==> src/rtl/mf8_ifetch.sv <==
// mf8_ifetch -- instruction fetch stage of the mf8 core.
// Drives the program ROM from the sequencer's next PC and captures ROM words into IR/IR2.
// It also owns PC redirection (Pause/RJmp/Offs_Out) for stalls, skips and taken branches.
// Optional feature macro: MF8_IF_LONG_EN enables 32-bit opcodes (LDS/STS/JMP/CALL)
// together with the WORD2 and SKIP2 states. Without it, every opcode is one word and IR2 reads 0.
module mf8_ifetch #(
    parameter int AW = 12,   // program word-address width, equal to the PC width
    parameter int DW = 16    // instruction word width; the opcode masks assume 16
) (
    input  logic          Clk,
    input  logic          Reset_n,
    input  logic [AW-1:0] NPC,
    output logic [AW-1:0] ROM_Addr,
    input  logic [DW-1:0] ROM_Data,
    input  logic          Stall,
    input  logic          Skip,
    input  logic          Br_Taken,
    input  logic [AW-1:0] Br_Offs,
    output logic          Pause,
    output logic          RJmp,
    output logic [AW-1:0] Offs_Out,
    output logic [DW-1:0] IR,
    output logic [DW-1:0] IR2,
    output logic          IR_Valid
);

`ifdef MF8_IF_LONG_EN
    typedef enum logic [2:0] {
        FILL  = 3'd0,
        RUN   = 3'd1,
        WORD2 = 3'd2,
        SKIP  = 3'd3,
        SKIP2 = 3'd4
    } state_t;

    // LDS/STS and JMP/CALL carry a second operand word
    function automatic logic is_long(input logic [DW-1:0] w);
        return ((w & 16'hFC0F) == 16'h9000) || ((w & 16'hFE0C) == 16'h940C);
    endfunction
`else
    typedef enum logic [2:0] {
        FILL = 3'd0,
        RUN  = 3'd1,
        SKIP = 3'd3
    } state_t;
`endif

    state_t        state_q, state_d;
    logic [DW-1:0] ir_q, ir_d;
    logic          valid_q, valid_d;
    logic          pause_c;
    logic          rjmp_c;
    logic [AW-1:0] offs_c;

    // The ROM address is a pure pass-through, live even while in reset
    assign ROM_Addr = NPC;

    // Sequencer controls are forced idle while reset is asserted
    assign Pause    = Reset_n & pause_c;
    assign RJmp     = Reset_n & rjmp_c;
    assign Offs_Out = Reset_n ? offs_c : '0;
    assign IR       = ir_q;
    assign IR_Valid = valid_q;

`ifdef MF8_IF_LONG_EN
    logic [DW-1:0] ir2_q, ir2_d;
    assign IR2 = ir2_q;
`else
    assign IR2 = '0;
`endif

    // State, instruction register and valid flag
    always_ff @(posedge Clk or negedge Reset_n) begin
        if (!Reset_n) begin
            state_q <= FILL;
            ir_q    <= '0;
            valid_q <= 1'b0;
`ifdef MF8_IF_LONG_EN
            ir2_q   <= '0;
`endif
        end else begin
            state_q <= state_d;
            ir_q    <= ir_d;
            valid_q <= valid_d;
`ifdef MF8_IF_LONG_EN
            ir2_q   <= ir2_d;
`endif
        end
    end

    // Next-state and redirect logic; priority is Br_Taken, then Skip, then Stall
    always_comb begin
        state_d = state_q;
        ir_d    = ir_q;
        valid_d = valid_q;
        pause_c = 1'b0;
        rjmp_c  = 1'b0;
        offs_c  = '0;
`ifdef MF8_IF_LONG_EN
        ir2_d   = ir2_q;
`endif
        if (Br_Taken) begin
            // PC already points one past the branch, so compensate by one
            rjmp_c  = 1'b1;
            offs_c  = Br_Offs - AW'(1);
            ir_d    = '0;
            valid_d = 1'b0;
            state_d = FILL;
        end else begin
            case (state_q)
                // ROM output belongs to the pre-redirect PC: drop it
                FILL: begin
                    valid_d = 1'b0;
                    state_d = RUN;
                end
                // A short skip resolves in its pulse cycle, so SKIP is never
                // held; it decodes exactly like RUN
                RUN, SKIP: begin
                    if (Skip) begin
                        valid_d = 1'b0;
`ifdef MF8_IF_LONG_EN
                        state_d = is_long(ROM_Data) ? SKIP2 : RUN;
`else
                        state_d = RUN;
`endif
                    end else if (Stall) begin
                        pause_c = 1'b1;
                    end else begin
                        ir_d = ROM_Data;
`ifdef MF8_IF_LONG_EN
                        if (is_long(ROM_Data)) begin
                            valid_d = 1'b0;
                            state_d = WORD2;
                        end else begin
                            valid_d = 1'b1;
                            state_d = RUN;
                        end
`else
                        valid_d = 1'b1;
                        state_d = RUN;
`endif
                    end
                end
`ifdef MF8_IF_LONG_EN
                // Operand word completes the 32-bit instruction; a stall
                // applies only once it has been captured
                WORD2: begin
                    ir2_d   = ROM_Data;
                    valid_d = 1'b1;
                    state_d = RUN;
                end
                // Throw away the operand of a skipped 32-bit instruction
                SKIP2: begin
                    valid_d = 1'b0;
                    state_d = RUN;
                end
`endif
                default: begin
                    valid_d = 1'b0;
                    state_d = FILL;
                end
            endcase
        end
    end

endmodule
==> config.mk <==
export PLATFORM = sky130hd
export DESIGN_NAME = mf8_ifetch
export DESIGN_NICKNAME = d
export VERILOG_FILES = /design/src/rtl/mf8_ifetch.sv
export SDC_FILE = /design/constraint.sdc
export NUM_CORES = 1
export LEC_CHECK = 0
export CORE_MARGIN = 4
export CORE_UTILIZATION = 32
export DETAILED_ROUTE_END_ITERATION = 6
export PLACE_DENSITY_LB_ADDON = 0.12
export SETUP_SLACK_MARGIN = 0.5
export SYNTH_ARGS = -nofsm -noshare
export SYNTH_HDL_FRONTEND = slang
export SYNTH_SLANG_ARGS = --single-unit
==> constraint.sdc <==
create_clock -name Clk -period 2.2 [get_ports Clk]
set_clock_uncertainty 0.2 [all_clocks]
set_input_delay 0.22 -clock Clk [delete_from_list [all_inputs] [get_ports Clk]]
set_output_delay 0.22 -clock Clk [all_outputs]
set_load 0.02 [all_outputs]
Word level (Yosys, flattened, before mapping)
Index checks and enable logic that the tools add are counted.
{"block": "totals", "regBits": 20, "wordCells": 34}
{"block": "classes", "add_sub_neg": 1, "n_eq_ne": 5, "n_mux": 19, "n_bitwise": 2, "reduce_logical": 4}
{"cell": "two-way mux 16 bit", "n": 4}
{"cell": "two-way mux 12 bit", "n": 2}
{"cell": "subtractor 12 x 1 -> 12 bit, second input constant", "n": 1}
{"cell": "two-way mux 1 bit", "n": 9}
{"cell": "two-way mux 3 bit", "n": 3}
{"cell": "case mux 3 bit (2 select lines)", "n": 1}
{"cell": "inequality test 2 x 1 -> 1 bit, second input constant", "n": 2}
{"cell": "inequality test 4 bit, second input constant", "n": 1}
{"cell": "equality test 3 x 1 -> 1 bit, second input constant", "n": 1}
{"cell": "equality test 3 x 2 -> 1 bit, second input constant", "n": 1}
{"cell": "zero test 3 bit", "n": 1}
{"cell": "AND reduction 3 bit", "n": 1}
{"cell": "AND 1 bit", "n": 2}
{"cell": "nonzero test 2 bit", "n": 1}
{"cell": "OR reduction 2 bit", "n": 1}

Logic depth before layout (Yosys ltp)
{"block": "depth", "ltp_word": 5, "depth_mapped": 6, "depth_no_buf": 5}

Least setup slack after synthesis
No wires, ideal clock.
{"block": "synth_path", "path_type": "input port to output port", "start": "in Br_Offs[6]", "end": "out Offs_Out[10]", "arrival_time_ps": 1649, "required_ps": 1780, "setup_slack_ps": 131, "cell_stages": 4, "path_cell_list": "or4_1 -> buf_2 -> or4_1 -> a21oi_1"}
{"block": "synth_via", "elab_chain_len": 3}
{"element": "start: declaration", "line_no": "18", "text": "input logic [AW-1:0] Br_Offs,"}
{"element": "subtractor 12 x 1 -> 12 bit", "line_no": "105", "text": "offs_c = Br_Offs - AW'(1);"}
{"element": "two-way mux 12 bit", "line_no": "102", "text": "if (Br_Taken) begin"}
{"element": "two-way mux 12 bit", "line_no": "61", "text": "assign Offs_Out = Reset_n ? offs_c : '0;"}
{"element": "end: declaration", "line_no": "21", "text": "output logic [AW-1:0] Offs_Out,"}
No other way between the ends.

Worst setup path after layout
{"block": "layout_path", "start": "in Br_Offs[5]", "end": "out Offs_Out[7]"}
Same word-level chain as after synthesis.

==> impl_metrics.tcl <==
set metrics [dict create \
    outcome "completed" \
    nets 277 \
    fin_setup_tns_ns 0 \
    clockRootBuffer "clkbuf_8" \
    wl_per_cell_um 14.0 \
    setup_viol 0 \
    grt_overflow 0 \
    initial_core_util_pct 34.5 \
    rows 21 \
    routed.top_layer "met4" \
    grt_use_total_pct 16.1 \
    place_congestion 0.827 \
    cp_common_cell "buf_6" \
    dpl-instance-area_um2 1990 \
    design.core.area_um2 3470 \
    route.met3.wl_um 276 \
    p_int_mw 0.610 \
    yosys_warnings 0 \
    layout_commonest_cell "clkdlybuf4s50_1" \
    grt_pass1_wl_um 6510 \
    cp_num_cells 6 \
    io_pins 104 \
    r2r_end "IR[3]$_DFFE_PN0P_" \
    vias 1295 \
    first_pass_iters 4 \
    antenna_cells 0 \
    syn_avg_cell_area_um2 7.92 \
    cts_max_path_buffers 2 \
    place_inst 264 \
    grt_pass1_vias 1395 \
    final_cell_mix "clkdlybuf4s50_1, nand2_1, buf_4, dfrtp_1, a21oi_1" \
    fp.dieArea_um2 4780 \
    hold_viol_final 0 \
    port_buffers 63 \
    antenna_found_initial 0 \
    power_mw 0.865 \
    rrSetupSlack_ns 0.82 \
    pwr-share-clk_pct 26.1 \
    final_cells 275 \
    crit_end "Offs_Out[7]" \
    powerDensity_nw_per_um2 394 \
    routed_via_density 4.71 \
    fin_area_um2 2200 \
    crit_buf_inv 3 \
    syn_area_um2 1200 \
    die_x_um 69.1 \
    insertion_delay_ns 0.25 \
    switching_share_pct 29.5 \
    ys_seq_area_share_pct 37.7 \
    finalCriticalPeriod_ns 2.07 \
    rsz0062_at_grt "yes" \
    reg2reg_depth 3 \
    worstPathMaxFanout 5 \
    drtIter0Drc 22 \
    end_kind "primary output" \
    startpoint_type "input pin" \
    worstPathCellList "buf_6 -> or4_4 -> buf_12 -> or3_4 -> a21oi_4 -> buf_6" \
    crit_family "simple AND/OR/NAND/NOR gates" \
    r2r_start "state_q[0]$_DFFE_PN0P_" \
    fin_util_pct 63.3 \
    slew_violations 0 \
    wl_met1_um 1490 \
    maxCapViolations 0 \
    timing.critical_path.slowest_cell_delay_ns 0.59 \
    required_ns 1.78 \
    startpoint "Br_Offs[5]" \
    area_delta_synth_final_pct 83.6 \
    timing_worst_setup_path_type "in -> out" \
    cts_tree "built" \
    peakVddDrop_mv 0.365 \
    grt_max_degree 19 \
    arrival_ns 1.65 \
    syn_inst 151 \
    leakage_nw 0.979 \
    cts_buffers 3 \
    ys_types 25 \
    layout-drive-gt1-share_pct 38.0 \
    hold_class "in -> out" \
    post-route-period-util_pct 94.3 \
    drc 0 \
    power_frac_comb_pct 33.7 \
    synth-seq-cells 18 \
    met2WireLength_um 2060 \
    clock.fmax_mhz 482 \
    slowest_stage "or4_4" \
    cts_max_level 1 \
    p_switching_mw 0.255 \
    drtAntennaViolNets 0 \
    wirelength_um 3860 \
    clock_sinks 18 \
    seqPwrFrac_pct 40.2 \
    die_h_um 69.1 \
    hpwl_um 2970 \
]
## cells in the mapped netlist
cell type,instances,area [µm²]
a21oi_1,23,115
and2_1,1,6.26
buf_2,1,5.00
buf_4,28,210
clkbuf_1,7,26.3
conb_1,1,3.75
dfrtp_1,18,450
ha_1,1,12.5
inv_1,4,15.0
mux2i_1,2,20.0
nand2_1,36,135
nand2b_1,4,25.0
nor2_1,2,7.51
nor2b_1,1,6.26
nor3b_1,1,7.51
nor4_1,2,12.5
nor4b_1,2,17.5
o21ai_0,2,10.0
o31ai_1,3,22.5
o41ai_1,1,8.76
or2_0,1,6.26
or3_1,4,25.0
or3b_1,1,8.76
or4_1,4,30.0
xnor2_1,1,8.76
## area by class of cell
type | count | area (µm²)
inverters | 4 | 15.0
multi-input cells | 108 | 732
fillers | 301 | 1270
flip-flops and latches | 18 | 450
repair buffers | 96 | 900
clock buffers | 3 | 41.3
well taps | 46 | 57.6
## logic make-up after synthesis
group / share of synthesized area (%)
flops: 37.7
buf+inv: 21.4
xor+xnor: 0.732
fa+ha+maj: 1.05
simple gates: 24.1
other cells: 0.314
compound gates: 13.1
mux: 1.67
## state kept, by name, summed over array words and instances, names as in the netlist
| register | count |
|---|---|
| IR | 16 |
| IR_Valid | 1 |
| state_q | 1 |
## worst min path at each step
stage	end	slack (ns)	cells after the start	from
2_1_floorplan	IR[0]$_DFFE_PN0P_	-0.28	0	Reset_n
6_report	ROM_Addr[10]	0.24	0	NPC[10]
4_1_cts	ROM_Addr[0]	0.24	0	NPC[0]
3_5_place_dp	ROM_Addr[0]	0.24	0	NPC[0]
5_1_grt	ROM_Addr[10]	0.24	0	NPC[10]
3_3_place_gp	ROM_Addr[0]	0.24	0	NPC[0]
## power groups by stage
| stage | logic [mW] | registers (mW) | clock network, mW |
|---|---|---|---|
| finish | 0.291 | 0.348 | 0.226 |
| floorplan | 0.151 | 0.365 | 0 |
| CTS | 0.280 | 0.348 | 0.236 |
| global route | 0.312 | 0.349 | 0.254 |
| detailed placement | 0.265 | 0.354 | 0 |
| global placement | 0.260 | 0.353 | 0 |
## through the flow
step | hold slack [ns] | setup WS, ns
after floorplan | -0.276 | 0.273
after global placement | 0.240 | -0.669
after detailed placement | 0.240 | -0.713
after CTS | 0.240 | 0.0276
after global routing | 0.240 | 0.104
final | 0.240 | 0.126
## worst reg2reg max path, cell delays in order (launching register included)
cell	delay (ns)
dfrtp_1	0.38
or3b_4	0.50
nand2_1	0.11
a21oi_1	0.07
## routing by layer
| layer | up-vias | track usage [%] |
|---|---|---|
| li1 | 614 | - |
| met1 | 627 | 16.9 |
| met2 | 50 | 30.4 |
| met3 | 4 | 5.52 |
| met4 | 0 | 3.90 |
| met5 | - | 0 |
## what timing repair did
item	4_1_cts	5_1_grt
setup endpoints to repair	15	13
setup buffers	5	2
hold endpoints to repair	18	0
gates resized for setup	122	16
cloned	0	0
hold buffers	1	0
pin swaps	11	8
Power figures use the tool's default switching activity.
